===== src/rtl/vga_ctrl_pkg.sv =====
// ============================================================================
// Module   : vga_timing_pkg
// Brief    : 640x480@60 Hz timing constants shared by vga_ctrl and the image stage.
// Revision : 1.0
// ============================================================================
`default_nettype none

package vga_timing_pkg;

    localparam int unsigned H_SYNC   = 96;
    localparam int unsigned H_BACK   = 40;
    localparam int unsigned H_LEFT   = 8;
    localparam int unsigned H_VALID  = 640;
    localparam int unsigned H_RIGHT  = 8;
    localparam int unsigned H_FRONT  = 8;

    localparam int unsigned V_SYNC   = 2;
    localparam int unsigned V_BACK   = 25;
    localparam int unsigned V_TOP    = 8;
    localparam int unsigned V_VALID  = 480;
    localparam int unsigned V_BOTTOM = 8;
    localparam int unsigned V_FRONT  = 2;

    localparam logic SYNC_POL = 1'b1;

    localparam int unsigned H_TOTAL = H_SYNC + H_BACK + H_LEFT + H_VALID + H_RIGHT + H_FRONT;
    localparam int unsigned V_TOTAL = V_SYNC + V_BACK + V_TOP + V_VALID + V_BOTTOM + V_FRONT;
    localparam int unsigned H_ACT   = H_SYNC + H_BACK + H_LEFT;
    localparam int unsigned V_ACT   = V_SYNC + V_BACK + V_TOP;

    localparam int unsigned PIX_W = 10;
    localparam int unsigned RGB_W = 16;

    // Coordinate value the image stage treats as "blank".
    localparam logic [PIX_W-1:0] PIX_INVALID = 10'h3FF;

endpackage

`default_nettype wire


===== src/rtl/vga_ctrl_if.sv =====
// ============================================================================
// Module   : vga_ctrl_if
// Brief    : Pixel request/response bus between vga_ctrl and the image stage.
// Revision : 1.0
// ============================================================================
`default_nettype none

interface vga_ctrl_if;
    import vga_timing_pkg::*;

    logic [PIX_W-1:0] pix_x;
    logic [PIX_W-1:0] pix_y;
    logic [RGB_W-1:0] pix_data;

    modport master (output pix_x, output pix_y, input  pix_data);
    modport slave  (input  pix_x, input  pix_y, output pix_data);

endinterface

`default_nettype wire


===== src/rtl/vga_ctrl.sv =====
// ============================================================================
// Module   : vga_ctrl
// Brief    : VGA timing generator; requests pixels one clock ahead of display.
// Revision : 1.0
// ============================================================================
`default_nettype none

module vga_ctrl #(
    parameter int unsigned H_SYNC   = vga_timing_pkg::H_SYNC,
    parameter int unsigned H_BACK   = vga_timing_pkg::H_BACK,
    parameter int unsigned H_LEFT   = vga_timing_pkg::H_LEFT,
    parameter int unsigned H_VALID  = vga_timing_pkg::H_VALID,
    parameter int unsigned H_RIGHT  = vga_timing_pkg::H_RIGHT,
    parameter int unsigned H_FRONT  = vga_timing_pkg::H_FRONT,
    parameter int unsigned V_SYNC   = vga_timing_pkg::V_SYNC,
    parameter int unsigned V_BACK   = vga_timing_pkg::V_BACK,
    parameter int unsigned V_TOP    = vga_timing_pkg::V_TOP,
    parameter int unsigned V_VALID  = vga_timing_pkg::V_VALID,
    parameter int unsigned V_BOTTOM = vga_timing_pkg::V_BOTTOM,
    parameter int unsigned V_FRONT  = vga_timing_pkg::V_FRONT,
    parameter logic        SYNC_POL = vga_timing_pkg::SYNC_POL
) (
    input  wire logic        clk,
    input  wire logic        rst_n,
    vga_ctrl_if.master       pix,
    output logic             hsync,
    output logic             vsync,
    output logic [15:0]      rgb,
    output logic             frame_end
);
    import vga_timing_pkg::PIX_INVALID;

    localparam int unsigned c_H_TOTAL = H_SYNC + H_BACK + H_LEFT + H_VALID + H_RIGHT + H_FRONT;
    localparam int unsigned c_V_TOTAL = V_SYNC + V_BACK + V_TOP + V_VALID + V_BOTTOM + V_FRONT;
    localparam int unsigned c_H_ACT   = H_SYNC + H_BACK + H_LEFT;
    localparam int unsigned c_V_ACT   = V_SYNC + V_BACK + V_TOP;

    localparam logic [9:0] c_H_LAST    = 10'(c_H_TOTAL - 1);
    localparam logic [9:0] c_V_LAST    = 10'(c_V_TOTAL - 1);
    localparam logic [9:0] c_H_SYNC    = 10'(H_SYNC);
    localparam logic [9:0] c_V_SYNC    = 10'(V_SYNC);
    localparam logic [9:0] c_H_VIS_BEG = 10'(c_H_ACT);
    localparam logic [9:0] c_H_VIS_END = 10'(c_H_ACT + H_VALID);
    localparam logic [9:0] c_H_REQ_BEG = 10'(c_H_ACT - 1);
    localparam logic [9:0] c_H_REQ_END = 10'(c_H_ACT - 1 + H_VALID);
    localparam logic [9:0] c_V_BEG     = 10'(c_V_ACT);
    localparam logic [9:0] c_V_END     = 10'(c_V_ACT + V_VALID);

    generate
        if ((c_H_TOTAL > 1024) || (c_V_TOTAL > 1024)) begin : g_bad_timing
            $error("vga_ctrl: H_TOTAL/V_TOTAL exceed 10-bit counter range");
        end
    endgenerate

    logic [9:0] r_cnt_h;
    logic [9:0] r_cnt_v;

    always_ff @(posedge clk or negedge rst_n) begin
        if (!rst_n) begin
            r_cnt_h <= '0;
            r_cnt_v <= '0;
        end else if (r_cnt_h == c_H_LAST) begin
            r_cnt_h <= '0;
            r_cnt_v <= (r_cnt_v == c_V_LAST) ? 10'd0 : r_cnt_v + 10'd1;
        end else begin
            r_cnt_h <= r_cnt_h + 10'd1;
        end
    end

    logic w_v_win;
    logic w_h_vis;
    logic w_h_req;
    logic w_rgb_valid;
    logic w_pix_req;

    always_comb begin
        w_v_win     = (r_cnt_v >= c_V_BEG) && (r_cnt_v < c_V_END);
        w_h_vis     = (r_cnt_h >= c_H_VIS_BEG) && (r_cnt_h < c_H_VIS_END);
        w_h_req     = (r_cnt_h >= c_H_REQ_BEG) && (r_cnt_h < c_H_REQ_END);
        w_rgb_valid = w_v_win && w_h_vis;
        w_pix_req   = w_v_win && w_h_req;
    end

    // Request leads display by one clock to cover the image stage's register.
    assign pix.pix_x = w_pix_req ? (r_cnt_h - c_H_REQ_BEG) : PIX_INVALID;
    assign pix.pix_y = w_pix_req ? (r_cnt_v - c_V_BEG)     : PIX_INVALID;

    assign hsync     = (r_cnt_h < c_H_SYNC) ? SYNC_POL : ~SYNC_POL;
    assign vsync     = (r_cnt_v < c_V_SYNC) ? SYNC_POL : ~SYNC_POL;
    assign rgb       = w_rgb_valid ? pix.pix_data : 16'h0000;
    assign frame_end = (r_cnt_h == c_H_LAST) && (r_cnt_v == c_V_LAST);

endmodule

`default_nettype wire


===== src/flat_wrapper.sv =====
// flat-port wrapper written by rule: the top's interface ports become plain ports
module vga_ctrl_flat import vga_timing_pkg::PIX_INVALID;
#(
    parameter int unsigned H_SYNC   = vga_timing_pkg::H_SYNC,
    parameter int unsigned H_BACK   = vga_timing_pkg::H_BACK,
    parameter int unsigned H_LEFT   = vga_timing_pkg::H_LEFT,
    parameter int unsigned H_VALID  = vga_timing_pkg::H_VALID,
    parameter int unsigned H_RIGHT  = vga_timing_pkg::H_RIGHT,
    parameter int unsigned H_FRONT  = vga_timing_pkg::H_FRONT,
    parameter int unsigned V_SYNC   = vga_timing_pkg::V_SYNC,
    parameter int unsigned V_BACK   = vga_timing_pkg::V_BACK,
    parameter int unsigned V_TOP    = vga_timing_pkg::V_TOP,
    parameter int unsigned V_VALID  = vga_timing_pkg::V_VALID,
    parameter int unsigned V_BOTTOM = vga_timing_pkg::V_BOTTOM,
    parameter int unsigned V_FRONT  = vga_timing_pkg::V_FRONT,
    parameter logic        SYNC_POL = vga_timing_pkg::SYNC_POL
)
  (clk, rst_n, hsync, vsync, rgb, frame_end, pix_pix_x, pix_pix_y, pix_pix_data);
  vga_ctrl_if pix_i ();
  input  wire logic clk;
  input  wire logic rst_n;
  output logic hsync;
  output logic vsync;
  output logic [15:0] rgb;
  output logic frame_end;
  output wire logic [$bits(pix_i.pix_x)-1:0] pix_pix_x;
  output wire logic [$bits(pix_i.pix_y)-1:0] pix_pix_y;
  input wire logic [$bits(pix_i.pix_data)-1:0] pix_pix_data;
  assign pix_pix_x = pix_i.pix_x;
  assign pix_pix_y = pix_i.pix_y;
  assign pix_i.pix_data = pix_pix_data;
  vga_ctrl #(.H_SYNC(H_SYNC), .H_BACK(H_BACK), .H_LEFT(H_LEFT), .H_VALID(H_VALID), .H_RIGHT(H_RIGHT), .H_FRONT(H_FRONT), .V_SYNC(V_SYNC), .V_BACK(V_BACK), .V_TOP(V_TOP), .V_VALID(V_VALID), .V_BOTTOM(V_BOTTOM), .V_FRONT(V_FRONT), .SYNC_POL(SYNC_POL)) u_core (.clk(clk), .rst_n(rst_n), .pix(pix_i), .hsync(hsync), .vsync(vsync), .rgb(rgb), .frame_end(frame_end));
endmodule

===== config.mk =====
export PLATFORM = sky130hd
export DESIGN_NAME = vga_ctrl_flat
export DESIGN_NICKNAME = d
export VERILOG_FILES = /design/src/rtl/vga_ctrl_pkg.sv /design/src/rtl/vga_ctrl_if.sv /design/src/rtl/vga_ctrl.sv /design/src/flat_wrapper.sv
export SDC_FILE = /design/constraint.sdc
export NUM_CORES = 1
export LEC_CHECK = 0
export CORE_AREA = 2 2 64 66
export DETAILED_ROUTE_END_ITERATION = 7
export DIE_AREA = 0 0 66 68
export HOLD_SLACK_MARGIN = 0.05
export PLACE_DENSITY = 0.78
export SYNTH_ARGS = -nofsm -noshare
export SYNTH_HDL_FRONTEND = slang
export SYNTH_SLANG_ARGS = --single-unit
export TNS_END_PERCENT = 100

===== constraint.sdc =====
create_clock -name clk -period 3.15 [get_ports clk]
set_input_delay 0.63 -clock clk [delete_from_list [all_inputs] [get_ports clk]]
set_output_delay 0.63 -clock clk [all_outputs]
set_load 0.05 [all_outputs]

Yosys cells after proc, flatten, opt, wreduce, memory -nomap -nowiden --
Index checks and enable logic that the tools add are counted.
Word-level totals: bits in registers 20, bits in latches 0, memory bits (writable) 0, memory bits (read-only) 0, input port bits 18, output and inout bits 39, logic and storage cells 29, memories 0
Operators by class: add/subtract/negate cells 4, multipliers 0, divide/modulo/power cells 0, order comparisons 8, eq/ne operators 2, shifts and indexed selects 0, muxes and demuxes 7, bitwise gates (word level) 0, reduce and logical (&&, ||, !) cells 6
Operator list (count):
- 10-bit 2-to-1 mux | 4
- 10-bit < comparator, second input constant | 3
- 10-bit by 1-bit adder with 10-bit output, second input constant | 2
- 10-bit == test, second input constant | 2
- 10-bit by 8-bit greater-or-equal comparator with 1-bit output, second input constant | 2
- 16-bit 2-to-1 mux | 1
- 10-bit by 6-bit greater-or-equal comparator with 1-bit output, second input constant | 1
- 10-bit by 2-bit < comparator with 1-bit output, second input constant | 1
- 10-bit by 7-bit < comparator with 1-bit output, second input constant | 1
- 10-bit by 6-bit subtractor with 10-bit output, second input constant | 1
- 10-bit by 8-bit subtractor with 10-bit output, second input constant | 1
- 1-bit logical AND | 6
- 1-bit 2-to-1 mux | 2

Logic depth before layout (Yosys ltp) --
Gate-level depths: netlist of run 1.
word-level depth 4, gate-level depth with buffers 7, depth with buffers taken out 6

Worst setup path after synthesis of run 1 --
No wires, ideal clock.
kind register to output, from register u_core.r_cnt_h[5], to output port hsync, data arrival time 3.049 ns, required time 2.520 ns, slack -0.529 ns, cell stages (with the launch flop) 3, cells stage by stage dfrtp_1 > clkbuf_1 > a2111oi_0
Between the ends: word-level cells in the longest chain between the ends 2
RTL lines:
- from (decl) | line vga_ctrl.sv:55 | logic [9:0] r_cnt_h;
- from (signal assigned) | line vga_ctrl.sv:66 | r_cnt_h <= r_cnt_h + 10'd1;
- 10-bit by 7-bit < comparator with 1-bit output | line vga_ctrl.sv:88 | assign hsync = (r_cnt_h < c_H_SYNC) ? SYNC_POL : ~SYNC_POL;
- 1-bit 2-to-1 mux | line vga_ctrl.sv:88
- to (decl) | line flat_wrapper.sv:22 | output logic hsync;
Every way passes these cells.

Final worst setup path of run 1 --
from register u_core.r_cnt_v[1], to output port rgb[5]
Between the ends: word-level cells in the longest chain between the ends 4, elaborated cells on any way between the ends 5
RTL lines:
- from (decl) | line vga_ctrl.sv:56 | logic [9:0] r_cnt_v;
- from (signal assigned) | line vga_ctrl.sv:64 | r_cnt_v <= (r_cnt_v == c_V_LAST) ? 10'd0 : r_cnt_v + 10'd1;
- 10-bit by 6-bit greater-or-equal comparator with 1-bit output or 10-bit < comparator (tied branches) | line vga_ctrl.sv:77 | w_v_win = (r_cnt_v >= c_V_BEG) && (r_cnt_v < c_V_END);
- 1-bit logical AND * | line vga_ctrl.sv:77
- 1-bit logical AND * | line vga_ctrl.sv:80 | w_rgb_valid = w_v_win && w_h_vis;
- 16-bit 2-to-1 mux * | line vga_ctrl.sv:90 | assign rgb = w_rgb_valid ? pix.pix_data : 16'h0000;
- to (decl) | line flat_wrapper.sv:24 | output logic [15:0] rgb;
Mark *: on every way between the ends. The rest lies on a longest branch, timed or not.

==> results.md, run 1 <==
Run status:
- The run finished with clean final reports.

STA:
- The final max-slew violation count was 0.
- The number of hold-slack violations in the final timing report is 0.
- The final critical path takes up 94.9% of the cycle.
- The final worst clock skew is 0.00229 ns.
- At the pin with the least slew margin, the transition time is 0.935 ns.
- Headroom to the max-slew limit came out at 37.5%.
- Setup repair after global routing left no endpoint under its margin.
- The total of endpoints with negative setup slack in the final report is 0.
- The worst path needs 2.99 ns of the cycle, external delays included.
- Summed over all failing endpoints, the final setup total negative slack is 0 ns.
- Timing would allow up to 335 MHz.

Die:
- The die covers 4490 sq um.
- The floorplan step set the die height to 68 um.
- The core region is 3860 sq um.
- The chip width is 66 um.
- For this configuration, the core starts out at a cell density of 42.3%.
- The number of core rows is 23.
- The top-level port count is 57.

Setup path:
- The critical path in this run is classified as reg -> out.
- For the worst setup path, the data arrival time is 2.36 ns.
- In this run the critical register-to-register path is captured at u_core.r_cnt_v[3].
- Of all nets on the critical path, the largest fanout is 16.
- The element type at the critical path end is an output pin.
- The launch instance of the worst register-to-register path is u_core.r_cnt_h[0].
- The internal reg-to-reg setup slack is 1.11 ns.
- The required time reported for the critical path endpoint is 2.52 ns.
- The number of cells on the worst reg-to-reg path is 5.
- STA classifies the critical path startpoint as a flip-flop.

Pwr:
- Summed over all cells, the static leakage comes to 1.07 nW.
- The maximum vdd drop is 0.000273 V.
- The power density over cell area is 197 nW/um^2.

Global routing:
- The number of antenna violations at the first check in global routing was 0.
- In the global route stage, met1 resource usage came out at 24.7%.
- Entering global routing, the biggest net connects 21 pins.
- The total congestion overflow is 0.
- The number of global-route vias before repair is 1397.
- In the global route stage, met2 resource usage came out at 32.3%.
- The first global-routing pass estimated 6.73 mm of wire.
- The combined global-route utilization of all metal layers is 19.4%.
- The met3 track demand over resource is 5.92%.
- In this run the most used layer during global routing was met2.

Synth:
- The leading register cell type out of synthesis is sky130_fd_sc_hd__dfrtp_1.
- Counting flops and latches in the post-synthesis netlist gives 20.
- Sequential elements use 30.7% of the synthesized area.
- The post-synthesis instance area is 1630 sq um.
- The gate count after technology mapping is 197.
- Synthesis instantiated 42 different standard cells from the library.
- The number of enable flip-flop cells after synthesis is 0.
- The Yosys warning count is 0.
- The share of async-settable or async-resettable flops after synthesis is 100%.
- A synthesized cell averages 8.28 sq um.
- The net count after synthesis is 219.

Finish:
- The library cells used most frequently in the layout, excluding fill and tap cells, are sky130_fd_sc_hd__buf_4, sky130_fd_sc_hd__nand3_1, sky130_fd_sc_hd__dfrtp_1.
- The post-layout utilization of the core is 62.8%.
- Of the cells placed in the final design, the portion with a size suffix greater than 1 is 24.1%.
- The library cell used most frequently in the layout, excluding fill and tap cells, is sky130_fd_sc_hd__buf_4.
- The final design area excluding fillers is 2420 sq um.
- In the final design database the tool counted 268 nets.
- The number of antenna diodes in the final layout is 0.
- From synthesis to final layout, the design area changed by 48.6%.

Worst hold path:
- The worst-case hold path end point is u_core.r_cnt_h[0].
- In this run the most critical hold path is launched from u_core.r_cnt_h[0].
- The path class of the tightest hold or removal check is reg -> reg.
- The worst hold path cell count is 1.

Placement:
- The placer's final routability congestion estimate is 0.866.
- The count of port buffers added during placement is 56.
- The instance area after placement is 2330 sq um.
- Once detailed placement completed, the half-perimeter wirelength came to 3.25 mm.

Clock tree:
- The number of clock sinks is 20.
- The CTS root buffer is sky130_fd_sc_hd__clkbuf_8.
- The clock input transition at the sequential cells of the worst setup and hold paths is 0.07 ns.
- TritonCTS built the clock tree.
- The hold buffer count at CTS is 0.
- For the worst-skew pair, the clock arrives at the later sink with an insertion delay of 0.26 ns.
- The H-tree depth is 1.
- The largest buffer count on any clock path is 2.
- The number of buffers created by CTS is 3.

Detailed routing:
- The number of design rule violations left after detail routing is 0.
- The routed design has 4.32 mm of wire.
- In this run, the number of DRC markers left after iteration 0 of detailed routing was 55.
- Summing over every cut layer, the via total after detailed routing is 1595.
- The total iterations of the first detailed-routing run is 4.
- The remaining antenna violation count is 0.
- The final routed wire length divided by cell count is 14.6 um.
- The via-per-instance ratio is 5.41.

Flow run:
- The tool flagged a number of max-cap violations equal to 0.
through the flow:
stage / setup slack (ns) / power, mW / std cells / hold WS (ns)
finish: 0.161 / 0.477 / 295 / 0.526
global route: 0.00310 / 0.496 / 295 / 0.558
CTS: 0.0864 / 0.484 / 295 / 0.529
detailed placement: 0.293 / 0.288 / 290 / 0.518
global placement: 0.364 / 0.288 / 290 / 0.502
floorplan: 0.119 / 0.262 / 197 / 0.334
layout make-up:
| cell class | count | area, sq um |
|---|---|---|
| Sequential cell | 20 | 500 |
| Clock buffer | 4 | 55.1 |
| Timing Repair Buffer | 68 | 783 |
| Tap cell | 50 | 62.6 |
| Fill cell | 325 | 1430 |
| Inverter | 7 | 26.3 |
| Multi-Input combinational cell | 146 | 995 |
timing repair:
action,4_1_cts,5_1_grt
hold endpoints to repair,0,0
pin swaps,1,0
buffers inserted,1,0
setup endpoints to repair,3,30
gates resized for setup,0,2
critical path, stage by stage (launching register included):
cell                       delay [ns]
sky130_fd_sc_hd__dfrtp_1         0.48
sky130_fd_sc_hd__ha_1            0.43
sky130_fd_sc_hd__o41ai_2         0.13
sky130_fd_sc_hd__a21o_1          0.24
sky130_fd_sc_hd__a221oi_4        0.32
sky130_fd_sc_hd__buf_12          0.16
sky130_fd_sc_hd__and2_1          0.19
sky130_fd_sc_hd__buf_12          0.15
worst max-delay path by stage:
stage                            startpoint           end  cells past startpoint
after detailed placement  u_core.r_cnt_v[0]        rgb[8]                      6
after global routing      u_core.r_cnt_v[1]        rgb[8]                      7
final                     u_core.r_cnt_v[1]        rgb[5]                      7
after global placement    u_core.r_cnt_v[0]        rgb[5]                      6
after CTS                 u_core.r_cnt_v[0]  pix_pix_y[4]                      7
after floorplan           u_core.r_cnt_h[0]     frame_end                      5
synthesized netlist by cell type, drive strengths merged (7+ instances only):
master / n / area, sq um
a21oi: 8 / 40.0
nand2: 7 / 26.3
buf: 11 / 75.1
xor2: 9 / 78.8
nor2: 8 / 30.0
dfrtp: 20 / 500
clkbuf: 13 / 48.8
xnor2: 11 / 96.3
nor3: 7 / 35.0
nand3: 25 / 130
and2: 17 / 106
inv: 7 / 26.3
layer usage:
metal  share of wire (%)  up-vias
met5                   0        -
met3                  12        2
met1                  41      731
met4                0.58        0
met2                  46       79
li1                    -      783
where the power goes:
part / switching, mW / internal [mW] / leakage, nW
combinational: 0.00748 / 0.0183 / 0.778
sequential: 0 / 0.257 / 0.265
clock: 0.0839 / 0.111 / 0.0288
total: 0.0914 / 0.386 / 1.07
state kept, by name, summed over array words and instances, names as in the netlist:
register	flops
u_core.r_cnt_h	10
u_core.r_cnt_v	10
logic make-up (layout without fill, tap and decap cells):
group                      count (synthesis)  count (layout)  synth area share, %
buffers and inverters                     31              79                 9.21
AOI/OAI and AO/OA                         28              28                 12.5
adders and majority gates                  4               4                 3.07
xor gates and xnor gates                  20              20                 10.7
and+or+nand+nor                           92              92                 32.5
muxes                                      2               2                 1.30
DFF                                       20              20                 30.7
(Power assumes the default switching activity.)
==> run 2, diff against run 1 <==
GPL_TIMING_DRIVEN = 0   (was default)
clock period = 3.6 ns   (was 3.15 ns; I/O delays follow)
==> results.md, run 2 (same netlist as run 1, synthesis figures left out) <==
Pwr:
- The power density over cell area is 185 nW/um^2.
- The cell leakage power is 0.987 nW.
- The total power consumption of the routed design is 425 uW.
- VDD sags by at most 0.000157 V.

Finish:
- At the end of the flow, the number of nets in the layout was 278.
- The final design area excluding fillers is 2300 sq um.
- Leaving out fill and tap cells, the most frequent cell in the layout is sky130_fd_sc_hd__dlygate4sd2_1.
- The diode insertion count for antenna repair is 0.
- Cells with a size suffix above 1 make up 12.9% of the layout.
- The area growth from synthesis to layout is 41.1%.
- In the final layout, the registers with the most flip-flops are u_core.r_cnt_h: 10 flops, u_core.r_cnt_v: 10 flops.
- Leaving out fill and tap cells, the most frequent cells in the layout are sky130_fd_sc_hd__dlygate4sd2_1, sky130_fd_sc_hd__nand3_1, sky130_fd_sc_hd__clkdlybuf4s50_1, sky130_fd_sc_hd__dfrtp_1, sky130_fd_sc_hd__and2_1.

STA:
- The worst path meets setup with 0.168 ns of slack.
- The final worst clock skew is 0.00289 ns.
- The final max-slew violation count is 0.
- The number of hold-slack violations in the final timing report is 0.
- Setup repair after global routing left no endpoint under its margin.
- In this run the tightest slew margin relative to its limit is 37.3%.
- The highest clock rate is 291 MHz.
- In the finished design, the share of the clock period the worst path needs comes to 95.3%.
- The smallest clock period supported by the final layout is computed as 3.43 ns.
- Setup violations remaining at the end of the flow were counted as 0.
- The actual transition at the worst max-transition pin is 0.938 ns.

Detailed routing:
- The total iterations of the first detailed-routing run is 4.
- The via-per-instance ratio is 5.42.
- For this run, design rule violations remaining after detail routing come to 0.
- After the first detailed-routing iteration, the DRC count stood at 54.
- The total number of vias is 1652.
- The remaining antenna violation count is 0.
- The final routed wire length divided by cell count is 14.0 um.
- The total wire length after detailed routing is 4.26 mm.

Worst hold path:
- In this run the most critical hold path is launched from u_core.r_cnt_h[0].
- The kind of path behind the tightest hold check is reg -> reg.

Die:
- The standard cell core area is 3860 sq um.
- The initial utilization of the core area, before any placement, comes to 42.3%.
- The floorplan step defined a die boundary enclosing 4490 sq um.
- In this run the vertical extent of the chip is 68 um.
- The top-level port count is 57.
- The number of core rows is 23.
- The chip width is 66 um.

Setup path:
- The category of the critical setup timing path is reg -> out.
- The launch instance of the worst register-to-register path is u_core.r_cnt_h[7].
- Walking the worst path, the cells encountered are ha_1, nand4_1, or4_1, buf_2, nor3_1, clkdlybuf4s50_1.
- The slowest stage of the critical path is the sky130_fd_sc_hd__clkdlybuf4s50_1 cell.
- The maximum fanout along the worst path is 9.
- The required time reported for the critical path endpoint is 2.88 ns.
- The worst endpoint data arrival time is 2.71 ns.
- The startpoint of the worst setup timing path is u_core.r_cnt_h[0].
- STA classifies the critical path startpoint as a flip-flop.
- The maximum cell stage delay along the critical path is 0.83 ns.
- STA classifies the critical path endpoint as an output pin.

Global routing:
- Entering global routing, the biggest net connects 21 pins.
- The layer carrying the most global-route usage is met2.
- The first global-routing pass estimated 6.89 mm of wire.
- The number of antenna violations at the first check in global routing came to 0.
- Summed over all layers, the global routing overflow is 0.
- For met2 alone, demand over resource in global routing was 31.9%.
- For met3 alone, demand over resource in global routing was 4.61%.
- For this run, global-route usage on met1 was measured as 25.1%.
- The combined global-route utilization of all metal layers is 19.5%.
- The number of global-route vias before repair was 1489.

Clock tree:
- The post-cts gate resize count is 57.
- The CTS tree is yes.
- The number of buffers inserted to repair setup after CTS is 0.
- The number of hold buffers added after CTS was 0.
- The tree is rooted in a sky130_fd_sc_hd__clkbuf_8.
- After clock tree synthesis, the clock-pin slew on the worst setup and hold paths is 0.08 ns.
- CTS built an H-tree with a depth of 1.
- The number of clock sinks is 20.
- In this run, CTS created clock tree buffers numbering 3.
- The latest clock arrival within the worst-skew pair is 0.27 ns.
- The largest buffer count on any clock path is 2.

Run status:
- The run finished with clean final reports.

Placement:
- Summed over all nets, the half-perimeter wirelength after detailed placement is 3.07 mm.
- Summing all placed instances gives a cell area of 2250 sq um.
- OpenSTA, run right after detailed placement, puts the worst setup slack at -0.105 ns.
- During placement, the flow inserted port buffers numbering 56.
- The placer's final routability congestion estimate is 0.858.

Flow run:
- The number of maximum-capacitance violations is 0.
run 2: cell types whose count changed in the layout (fill, tap and decap cells not counted), sizes merged:
cell / delta
buf: -38
clkbuf: +11
clkdlybuf4s15: +10
clkdlybuf4s50: +1
dlygate4sd2: +26
run 2: layout make-up:
type                            count  area (sq um)
Clock buffer                        4          55.1
Fill cell                         373          1560
Inverter                            7          26.3
Sequential cell                    20           500
Timing Repair Buffer               56           541
Buffer                             22           119
Multi-Input combinational cell    146           997
Tap cell                           50          62.6
run 2: path summary, 6_finish.rpt:
check / end / depth (start not counted) / slack [ns]
worst max-delay path: frame_end / 6 / 0.17
worst min-delay path: u_core.r_cnt_h[0] / 1 / 0.52
worst max register to register: u_core.r_cnt_v[8] / 6 / 1.38
worst min register to register: u_core.r_cnt_h[0] / 1 / 0.52
max in group asynchronous: u_core.r_cnt_v[8] / 1 / 2.05
min in group asynchronous: u_core.r_cnt_h[4] / 1 / 0.97
run 2: metal layers:
metal / part of all wire, % / routed length, um
met5: 0 / 0
met3: 10 / 431
met1: 41 / 1750
met2: 47 / 1990
met4: 2.1 / 89
run 2: power by group:
group | leakage, nW | internal, mW | switching [mW]
Sequential | 0.265 | 0.224 | 0
Combinational | 0.693 | 0.0159 | 0.00610
Clock | 0.0288 | 0.0976 | 0.0815
Total | 0.987 | 0.338 | 0.0876
run 2: metrics by stage:
step	utilization (%)	cells	setup TNS [ns]	hold slack (ns)
floorplan	-	197	0	0.424
global placement	58.5	303	-1.74	0.509
detailed placement	58.5	303	-1.59	0.519
CTS	59.6	307	0	0.531
global route	59.7	305	0	0.574
finish	59.7	305	0	0.524
run 2: critical path: cells and delay by family (launching register included):
family / cells / cell delay, ns
fa+ha+maj: 1 / 0.22
buf+inv: 2 / 1.02
flops: 1 / 0.42
simple gates: 3 / 0.78
